[src/rtl/seq_gen.sv]
// seq_gen: serial pattern generator.
// Sends the low `len` bits of `pat` MSB-first (bit len-1 .. bit 0), repeated
// rpt+1 times with `gap` idle cycles between transmissions, then pulses done.
// Every output is a flop; nothing passes combinationally from input to output.
//
// Ports:
//   clk    - rising-edge clock
//   rst    - synchronous active-high reset
//   start  - begin a transmission (sampled only while busy=0)
//   abort  - cancel the transmission in progress
//   pat    - pattern bits
//   len    - pattern length in bits, legal 1..MAXLEN
//   rpt    - extra repeat count (rpt+1 transmissions)
//   gap    - idle cycles between transmissions
//   seqout - serial data bit (0 when valid=0)
//   valid  - seqout carries a pattern bit
//   busy   - transmission or gap in progress
//   done   - one-cycle pulse on normal completion
//   err    - one-cycle pulse on a rejected start
module seq_gen #(
    parameter int MAXLEN = 8,
    parameter int CW     = 4
) (
    input  logic              clk,
    input  logic              rst,
    input  logic              start,
    input  logic              abort,
    input  logic [MAXLEN-1:0] pat,
    input  logic [CW-1:0]     len,
    input  logic [CW-1:0]     rpt,
    input  logic [CW-1:0]     gap,
    output logic              seqout,
    output logic              valid,
    output logic              busy,
    output logic              done,
    output logic              err
);

    typedef enum logic [1:0] {IDLE, SHIFT, GAP, FIN} state_t;

    state_t            state, state_n;
    logic [MAXLEN-1:0] pat_q, pat_n;
    logic [CW-1:0]     len_q, len_n;
    logic [CW-1:0]     rpt_q, rpt_n;   // transmissions still to start after the current one
    logic [CW-1:0]     gap_q, gap_n;
    logic [CW-1:0]     idx_q, idx_n;   // index of the bit currently on seqout
    logic [CW-1:0]     gcnt_q, gcnt_n; // gap cycles remaining, including the current one
    logic              seqout_n, valid_n, busy_n, done_n, err_n;
    logic              len_ok;

    // Shift instead of a variable bit-select so the index width need not
    // match the pattern width.
    function automatic logic pick(input logic [MAXLEN-1:0] p, input logic [CW-1:0] i);
        logic [MAXLEN-1:0] s;
        s = p >> i;
        return s[0];
    endfunction

    assign len_ok = (len != '0) && (len <= CW'(MAXLEN));

    always_ff @(posedge clk) begin
        if (rst) begin
            state  <= IDLE;
            pat_q  <= '0;
            len_q  <= '0;
            rpt_q  <= '0;
            gap_q  <= '0;
            idx_q  <= '0;
            gcnt_q <= '0;
            seqout <= 1'b0;
            valid  <= 1'b0;
            busy   <= 1'b0;
            done   <= 1'b0;
            err    <= 1'b0;
        end else begin
            state  <= state_n;
            pat_q  <= pat_n;
            len_q  <= len_n;
            rpt_q  <= rpt_n;
            gap_q  <= gap_n;
            idx_q  <= idx_n;
            gcnt_q <= gcnt_n;
            seqout <= seqout_n;
            valid  <= valid_n;
            busy   <= busy_n;
            done   <= done_n;
            err    <= err_n;
        end
    end

    // Next state and the output values for the next cycle are decided together,
    // which keeps the outputs registered while still showing the first bit
    // one cycle after start is sampled.
    always_comb begin
        state_n  = state;
        pat_n    = pat_q;
        len_n    = len_q;
        rpt_n    = rpt_q;
        gap_n    = gap_q;
        idx_n    = idx_q;
        gcnt_n   = gcnt_q;
        seqout_n = 1'b0;
        valid_n  = 1'b0;
        busy_n   = 1'b0;
        done_n   = 1'b0;
        err_n    = 1'b0;

        case (state)
            IDLE, FIN: begin
                state_n = IDLE;
                if (start) begin
                    if (len_ok) begin
                        pat_n    = pat;
                        len_n    = len;
                        rpt_n    = rpt;
                        gap_n    = gap;
                        idx_n    = len - CW'(1);
                        gcnt_n   = '0;
                        state_n  = SHIFT;
                        seqout_n = pick(pat, len - CW'(1));
                        valid_n  = 1'b1;
                        busy_n   = 1'b1;
                    end else begin
                        err_n = 1'b1;
                    end
                end
            end

            SHIFT: begin
                if (abort) begin
                    state_n = IDLE;
                end else if (idx_q != '0) begin
                    idx_n    = idx_q - CW'(1);
                    seqout_n = pick(pat_q, idx_q - CW'(1));
                    valid_n  = 1'b1;
                    busy_n   = 1'b1;
                end else if (rpt_q == '0) begin
                    state_n = FIN;
                    done_n  = 1'b1;
                end else begin
                    rpt_n = rpt_q - CW'(1);
                    if (gap_q != '0) begin
                        state_n = GAP;
                        gcnt_n  = gap_q;
                        busy_n  = 1'b1;
                    end else begin
                        idx_n    = len_q - CW'(1);
                        seqout_n = pick(pat_q, len_q - CW'(1));
                        valid_n  = 1'b1;
                        busy_n   = 1'b1;
                    end
                end
            end

            GAP: begin
                if (abort) begin
                    state_n = IDLE;
                end else if (gcnt_q == CW'(1)) begin
                    state_n  = SHIFT;
                    idx_n    = len_q - CW'(1);
                    seqout_n = pick(pat_q, len_q - CW'(1));
                    valid_n  = 1'b1;
                    busy_n   = 1'b1;
                end else begin
                    gcnt_n = gcnt_q - CW'(1);
                    busy_n = 1'b1;
                end
            end

            default: state_n = IDLE;
        endcase
    end

endmodule

[config.mk]
export PLATFORM = sky130hd
export DESIGN_NAME = seq_gen
export DESIGN_NICKNAME = d
export VERILOG_FILES = /design/src/rtl/seq_gen.sv
export SDC_FILE = /design/constraint.sdc
export NUM_CORES = 1
export LEC_CHECK = 0
export ABC_CLOCK_PERIOD_IN_PS = 5100
export CORE_UTILIZATION = 30
export CTS_BUF_LIST = sky130_fd_sc_hd__clkbuf_4 sky130_fd_sc_hd__clkbuf_8
export DETAILED_ROUTE_END_ITERATION = 16
export PLACE_DENSITY_LB_ADDON = 0.08
export SETUP_SLACK_MARGIN = 0.1
export SLEW_MARGIN = 0
export SYNTH_ARGS = -nofsm -noshare
export SYNTH_HDL_FRONTEND = slang
export SYNTH_SLANG_ARGS = --single-unit
[constraint.sdc]
create_clock -name clk -period 5.1 [get_ports clk]
set_input_delay 1.02 -clock clk [delete_from_list [all_inputs] [get_ports clk]]
set_output_delay 1.02 -clock clk [all_outputs]
set_load 0.05 [all_outputs]
==> flow_metrics.tcl, run 1 <==
set metrics [dict create \
    max-vdd-ir-drop_mv 0.150 \
    die_x_um 87.4 \
    clk_path_buf_depth 2 \
    crit_required_ps 5280 \
    grt_max_degree 45 \
    grt_overflow 0 \
    critPathSlowestCell "clkdlybuf4s50_1" \
    insertion_delay_ps 290 \
    syn_area_um2 2190 \
    cts_sinks 35 \
    fin_crit_ps 3160 \
    status "finished, final reports clean" \
    fmax_mhz 316 \
    synth_top_area_share_pct 32.1 \
    hpwl_um 4160 \
    p_leak_nw 0.912 \
    routabilityCongestion 0.759 \
    max_cap_violations 0 \
    vias 1947 \
    ant_nets 0 \
    viasPerCell 5.15 \
    start_util_pct 31.6 \
    route.detailed.drc 0 \
    crit_family "compound AO/OA/AOI/OAI gates" \
    cts_setup_buffers 0 \
    cp-start-kind "input pin" \
    hold_viol 0 \
    dr.pass1.iters 4 \
    route.met3.wl_um 206 \
    ys_types 56 \
    crit_path_cell_trace "clkdlybuf4s50_1 -> inv_1 -> ha_1 -> nor2b_2 -> xor2_1 -> o21ai_2 -> nand3_2 -> o41ai_1" \
    finalCritPeriodShare_pct 62.0 \
    nets 315 \
    synth.area.top_cells "dfxtp_1 (32%), a21oi_1 (6.4%), mux4_2 (6.2%)" \
    fillCellCount 740 \
    drt_wl_total_um 5670 \
    cts_buffers 5 \
    critPathMaxFanout 10 \
    fp.dieH_um 87.4 \
    port_buffers 28 \
    finalSetupTns_ps 0 \
    tightestPinTransition_ps 958 \
    yosys-top-cells-count "dfxtp_1 (35), nand2_1 (32), a21oi_1 (28), inv_1 (17), nor3_1 (16)" \
    cp.buffers_inverters 2 \
    route.met2.wl_um 2480 \
    top_layer "met4" \
    grt_pass1_wl_um 9470 \
    post_cts_resized 0 \
    dieArea_um2 7630 \
    clock_skew_ps 8.26 \
    cts_max_level 2 \
    p_per_area_nw_per_um2 305 \
    cts_tree "yes" \
    synth_ff_type "dfxtp_1" \
    endpoint_kind "register" \
    relSlewSlack_pct 35.9 \
    clk_pin_slew_ps 70 \
    antenna_found_initial 0 \
    synth_cells 259 \
    synth_top_area_cell "dfxtp_1" \
    syn_nets 292 \
    setup_viol 0 \
    drt-met1-wl_um 2920 \
    synth_seq_area_share_pct 32.1 \
    yosysMostFrequentCell "dfxtp_1" \
    grt_pass1_vias 1867 \
    synth_warnings 0 \
    path_class "input pin to register" \
    synth_edf_count 0 \
    drt_iter0_drc 85 \
    synth-async-reset-ratio_pct 0 \
    area_growth_pct 20.2 \
    totalPowerFinal_mw 0.801 \
    drt-wirelength-per-cell_um 15.0 \
    syn_area_per_cell_um2 8.44 \
    core-area_um2 6910 \
    std_cell_rows 30 \
    root_buffer "clkbuf_8" \
    crit_path_max_incr_delay_ps 600 \
    drive_above_1_share_pct 11.3 \
    ys_seq_elements 35 \
    hold_path.class "register to register" \
    antenna_cells 0 \
    hold_buffers 0 \
    num_io_pins 29 \
    grt_usage_pct 16.2 \
    drv_slew 0 \
    rsz0062_at_grt "false" \
    crit_arrival_ps 3340 \
]
## state kept, by name, indices dropped and copies added (netlist names)
signal  cells
state       2
idx_q       4
busy        1
len_q       4
seqout      1
pat_q       8
valid       1
err         1
gcnt_q      4
done        1
gap_q       4
rpt_q       4
## placed cells by master (no fill, tap or decap), types with 5 or more instances in the layout
| master | count |
|---|---|
| nand2_1 | 32 |
| a21oi_1 | 28 |
| clkbuf_8 | 6 |
| nor3_1 | 16 |
| dfxtp_1 | 35 |
| o31ai_1 | 5 |
| inv_1 | 17 |
| clkdlybuf4s50_1 | 28 |
| ha_1 | 9 |
| o21ai_0 | 9 |
| xor2_1 | 5 |
| mux4_2 | 6 |
| nor2_1 | 10 |
| mux2_2 | 6 |
## worst min-delay path: stages (launching register included)
cell	delay, ps
dfxtp_1	320
nand2_1	50
a21oi_1	50
## per-stage QoR
step                util (%)  instance area [µm²]  setup WS, ps  hold WS, ps  instances
floorplan                  -                 2190          2670          443        259
global placement        36.8                 2540          1620          458        371
detailed placement      36.8                 2540          1610          465        371
CTS                     38.0                 2630          1920          475        378
global route            38.0                 2630          1690          493        378
finish                  38.0                 2630          1940          469        378
## routing by layer
metal,GRT usage (%),vias to the layer above
met1,23.2,913
met3,3.22,5
met4,4.47,0
met5,0,-
met2,24.4,46
li1,-,983
## worst paths after layout
path / slack [ps] / to / start / cells past startpoint
min reg2reg: 470 / pat_q[3]$_SDFFE_PP0P_ / pat_q[3]$_SDFFE_PP0P_ / 2
min: 470 / pat_q[3]$_SDFFE_PP0P_ / pat_q[3]$_SDFFE_PP0P_ / 2
max reg2reg: 2590 / idx_q[3]$_SDFFE_PP0P_ / state[0]$_SDFFE_PP0P_ / 5
max: 1940 / gcnt_q[1]$_SDFFE_PP0P_ / len[0] / 8
## where the power goes
group	internal, mW	switching (mW)	leakage (nW)
combinational	0.119	0.160	0.579
clock	0.106	0.102	0.0470
sequential	0.295	0.0186	0.286
## area by class of cell
cell class | instances | area, µm² | area share [%]
Timing Repair Buffer | 29 | 288 | 11.0
Clock inverter | 1 | 5.00 | 0.190
Multi-Input combinational cell | 193 | 1360 | 51.9
Clock buffer | 6 | 82.6 | 3.14
Tap cell | 96 | 120 | 4.57
Sequential cell | 35 | 701 | 26.7
Inverter | 18 | 67.6 | 2.57
## cells by family after synthesis
family                   share of synthesized area [%]
AND/OR/NAND/NOR                                   21.2
AO/OA/AOI/OAI                                     22.7
flip-flops                                        32.1
buffers and inverters                             5.55
multiplexers                                      9.73
XOR/XNOR                                          3.61
adder cells (fa/ha/maj)                           5.15
Power figures use the tool's default switching activity.
==> run 2, diff against run 1 <==
Settings changed: ABC_CLOCK_PERIOD_IN_PS 5100 to 3100.
Clock period 5.1 ns to 3.1 ns, I/O delays scaled along.
==> flow_metrics.tcl, run 2 (synthesis gave the netlist of run 1 again) <==
set metrics [dict create \
    status "finished, final reports clean" \
    finalCritPeriodShare_pct 83.8 \
    grt_pass1_wl_um 9920 \
    route.detailed.drc 0 \
    fin_hold_ws_ps 468 \
    crit_arrival_ps 2820 \
    dr.pass1.iters 4 \
    area_growth_pct 22.7 \
    start_util_pct 31.6 \
    grt_pass1_vias 1934 \
    root_buffer "clkbuf_8" \
    rsz0062_at_grt "false" \
    max_cap_violations 0 \
    insertion_delay_ps 290 \
    p_per_area_nw_per_um2 501 \
    post_dp_cell_area_um2 2590 \
    hold_path.class "register to register" \
    core-area_um2 6910 \
    nets 322 \
    drt_wl_total_um 5810 \
    pwr-share-clk_pct 25.9 \
    setup_viol 0 \
    clk_pin_slew_ps 80 \
    relSlewSlack_pct 34.8 \
    largest_register_ffs 8 \
    dieArea_um2 7630 \
    routabilityCongestion 0.815 \
    totalPowerFinal_mw 1.34 \
    num_io_pins 29 \
    vias 1986 \
    drv_slew 0 \
    cp.buffers_inverters 2 \
    fmax_mhz 385 \
    endpoint_kind "register" \
    die_x_um 87.4 \
    crit_path_max_incr_delay_ps 770 \
    internal_power_mw 0.873 \
    hpwl_um 4330 \
    drive_above_1_share_pct 13.8 \
    fin_crit_ps 2600 \
    pwr-share-comb_pct 35.7 \
    critPathSlowestCell "nor2_1" \
    crit_family "simple AND/OR/NAND/NOR gates" \
    grt_overflow 0 \
    p_switching_mw 0.471 \
    finalSetupTns_ps 0 \
    clk_path_buf_depth 2 \
    layout_common_cells "dfxtp_1 (35), nand2_1 (32), a21oi_1 (28), clkdlybuf4s50_1 (28), inv_1 (17)" \
    drt-wirelength-per-cell_um 15.0 \
    swShare_pct 35.0 \
    max-vdd-ir-drop_mv 0.135 \
    grt_usage_pct 16.9 \
    cp-start-kind "input pin" \
    clock_skew_ps 9.07 \
    port_buffers 28 \
    antenna_cells 0 \
    crit_path_cell_trace "clkdlybuf4s50_1 -> inv_1 -> ha_1 -> nor2b_2 -> xor2_1 -> nor2_1 -> nand2_1 -> a21oi_1" \
    cts_sinks 35 \
    largest-register "pat_q" \
    hold_buffers 0 \
    crit_required_ps 3320 \
    cts_max_level 2 \
    final_area_um2 2680 \
    post_cts_resized 0 \
    ant_nets 0 \
    viasPerCell 5.15 \
    cts_setup_buffers 0 \
    critPathMaxFanout 15 \
    cts_buffers 5 \
    hold_viol 0 \
    fp.dieH_um 87.4 \
    final_common_cell "dfxtp_1" \
    antenna_found_initial 0 \
    cts_tree "yes" \
    p_seq_share_pct 38.4 \
    tightestPinTransition_ps 974 \
    p_leak_nw 0.947 \
    path_class "input pin to register" \
    std_cell_rows 30 \
    grt_max_degree 29 \
    drt_iter0_drc 116 \
]
[run 2: changes by cell type in the layout (fill, tap and decap cells not counted), sizes merged]
| cell | previous run | this run |
|---|---|---|
| clkbuf | 6 | 7 |
| buf | 1 | 8 |
[run 2: per-stage QoR]
| stage | std cells | util [%] | setup WS (ps) |
|---|---|---|---|
| 5_1_grt | 386 | 38.8 | 344 |
| 3_5_place_dp | 378 | 37.5 | 204 |
| 3_3_place_gp | 378 | 37.5 | 189 |
| 6_report | 386 | 38.8 | 502 |
| 4_1_cts | 386 | 38.8 | 486 |
| 2_1_floorplan | 259 | - | 1070 |
[run 2: worst paths after layout]
check	depth (start not counted)	slack (ps)	from	end
worst max-delay path	8	500	len[0]	len_q[1]$_SDFFE_PP0P_
worst min-delay path	2	470	pat_q[5]$_SDFFE_PP0P_	pat_q[5]$_SDFFE_PP0P_
worst min register to register	2	470	pat_q[5]$_SDFFE_PP0P_	pat_q[5]$_SDFFE_PP0P_
worst max register to register	6	980	state[0]$_SDFFE_PP0P_	len_q[1]$_SDFFE_PP0P_
[run 2: worst min-delay path, cell delays in order (launching register included)]
cell and delay (ps):
dfxtp_1 320, nand2_1 50, a21oi_1 50
[run 2: final cells by class]
class | count | area (µm²)
Tap cell | 96 | 120
Clock buffer | 7 | 83.8
Fill cell | 754 | 4230
Sequential cell | 35 | 701
Timing Repair Buffer | 36 | 340
Multi-Input combinational cell | 193 | 1360
Clock inverter | 1 | 5.00
Inverter | 18 | 67.6
[run 2: power by group through the flow]
| stage | logic, mW | registers, mW | clock network, mW |
|---|---|---|---|
| CTS | 0.481 | 0.516 | 0.362 |
| global route | 0.531 | 0.522 | 0.375 |
| floorplan | 0.320 | 0.534 | 0 |
| detailed placement | 0.478 | 0.527 | 0 |
| global placement | 0.484 | 0.527 | 0 |
| finish | 0.479 | 0.516 | 0.348 |
[run 2: per-layer routing]
metal	vias to the layer above	share of wire, %	GRT usage [%]
met2	47	44	25.9
met5	-	0	0
met3	7	4.4	3.03
li1	995	-	-
met4	0	1.6	5.22
met1	937	50	23.9
==> run 3, diff against run 2 <==
Settings changed: ABC_CLOCK_PERIOD_IN_PS 3100 to 2720.
Clock period 3.1 ns to 2.72 ns, I/O delays scaled along.
==> flow_metrics.tcl, run 3 (synthesis gave the netlist of run 1 again) <==
set metrics [dict create \
    cts_buffers 5 \
    reg2reg_depth 6 \
    r2r_slack_ps 640 \
    rr_endpoint "seqout$_SDFF_PP0_" \
    crit_path_max_incr_delay_ps 530 \
    die_x_um 87.4 \
    cts_max_level 2 \
    cp.depth 7 \
    std_cell_rows 30 \
    crit_family "multiplexers" \
    finalSetupTns_ps 0 \
    rsz0062_at_grt "false" \
    drt-met1-wl_um 3080 \
    cts_sinks 35 \
    largest_register_ffs 8 \
    p_per_area_nw_per_um2 568 \
    path_class "input pin to register" \
    grt_max_degree 30 \
    fmax_mhz 436 \
    nets 326 \
    fp.dieH_um 87.4 \
    drv_slew 0 \
    clk_pin_slew_ps 80 \
    drt-wirelength-per-cell_um 15.1 \
    crit_arrival_ps 2470 \
    core-area_um2 6910 \
    drive_above_1_share_pct 15.0 \
    relSlewSlack_pct 66.9 \
    area_growth_pct 24.0 \
    cts_setup_buffers 0 \
    fin_ws_ps 424 \
    critPathSlowestCell "mux4_2" \
    finalCritPeriodShare_pct 84.4 \
    drt_iter0_drc 109 \
    p_leak_nw 0.966 \
    timing.hold.worst.start "pat_q[5]$_SDFFE_PP0P_" \
    critPathMaxFanout 3 \
    crit_required_ps 2890 \
    route.met2.wl_um 2540 \
    antenna_found_initial 0 \
    ant_nets 0 \
    status "finished, final reports clean" \
    post-place-ws_ps 115 \
    tightestPinTransition_ps 495 \
    largest-register "pat_q" \
    hold_buffers 0 \
    route.detailed.drc 0 \
    dr.pass1.iters 4 \
    endpoint_kind "register" \
    top_layer "met4" \
    max-vdd-ir-drop_mv 0.204 \
    hold_path.class "register to register" \
    antenna_cells 0 \
    dieArea_um2 7630 \
    reg2reg_from "len_q[0]$_SDFFE_PP0P_" \
    start_util_pct 31.6 \
    cts_tree "yes" \
    root_buffer "clkbuf_8" \
    layout_common_cells "dfxtp_1 (35), nand2_1 (32), a21oi_1 (28), clkdlybuf4s50_1 (28), inv_1 (17)" \
    port_buffers 28 \
    routabilityCongestion 0.770 \
    cp.buffers_inverters 2 \
    max_cap_violations 0 \
    hpwl_um 4390 \
    grt_pass1_vias 1916 \
    grt_pass1_wl_um 9850 \
    crit_path_cell_trace "clkdlybuf4s50_1 -> inv_1 -> ha_1 -> mux4_2 -> mux2_2 -> nand4_1 -> o311ai_1" \
    grt_overflow 0 \
    setup_viol 0 \
    clock_skew_ps 10.7 \
    grt_usage_pct 16.8 \
    num_io_pins 29 \
    fin_crit_ps 2300 \
    hold-path-endpoint "pat_q[5]$_SDFFE_PP0P_" \
    viasPerCell 5.11 \
    hold_viol 0 \
    clk_path_buf_depth 2 \
    route.met3.wl_um 208 \
    vias 1991 \
    hold_depth 2 \
    insertion_delay_ps 290 \
    post_cts_resized 0 \
    drt_wl_total_um 5890 \
    final_common_cell "dfxtp_1" \
    cp-start-kind "input pin" \
]
==> run 3: cell types whose count changed in the layout (fill, tap and decap cells not counted) <==
cell,previous run,this run
buf_4,8,12
==> run 3: through the flow <==
stage                     total power, mW  std cells  hold WS (ps)  area [µm²]  utilization [%]
after floorplan                     0.973        259           443        2190                -
after global placement               1.16        382           458        2620             38.0
after detailed placement             1.15        382           466        2620             38.0
after CTS                            1.56        390           477        2710             39.3
after global routing                 1.63        390           500        2710             39.3
final                                1.54        390           477        2710             39.3
==> run 3: area by class of cell <==
class,count,area (µm²)
Fill cell,760,4200
Multi-Input combinational cell,193,1360
Sequential cell,35,701
Timing Repair Buffer,40,370
Tap cell,96,120
Clock buffer,7,83.8
Inverter,18,67.6
Clock inverter,1,5.00
==> run 3: worst max path at each step <==
stage / start / endpoint / slack (ps)
6_report: len[0] / seqout$_SDFF_PP0_ / 420
5_1_grt: len[0] / rpt_q[3]$_SDFFE_PP0P_ / 340
4_1_cts: len[0] / seqout$_SDFF_PP0_ / 420
3_5_place_dp: len[0] / seqout$_SDFF_PP0_ / 120
3_3_place_gp: len[0] / seqout$_SDFF_PP0_ / 170
2_1_floorplan: len[0] / gcnt_q[2]$_SDFFE_PP0P_ / 770
==> run 3: report_power, final <==
part / total, mW / switching [mW] / internal, mW
clock: 0.396 / 0.196 / 0.200
sequential: 0.586 / 0.0326 / 0.553
combinational: 0.558 / 0.310 / 0.248
total: 1.54 / 0.539 / 1.00
==> run 3: worst min-delay path: stages (launching register included) <==
cell	delay, ps
dfxtp_1	330
nand2_1	60
a21oi_1	50
==> run 3: metal layers <==
layer | up-vias | GRT usage, %
li1 | 1008 | -
met1 | 945 | 23.5
met2 | 32 | 26.2
met3 | 6 | 3.32
met4 | 0 | 4.47
met5 | - | 0
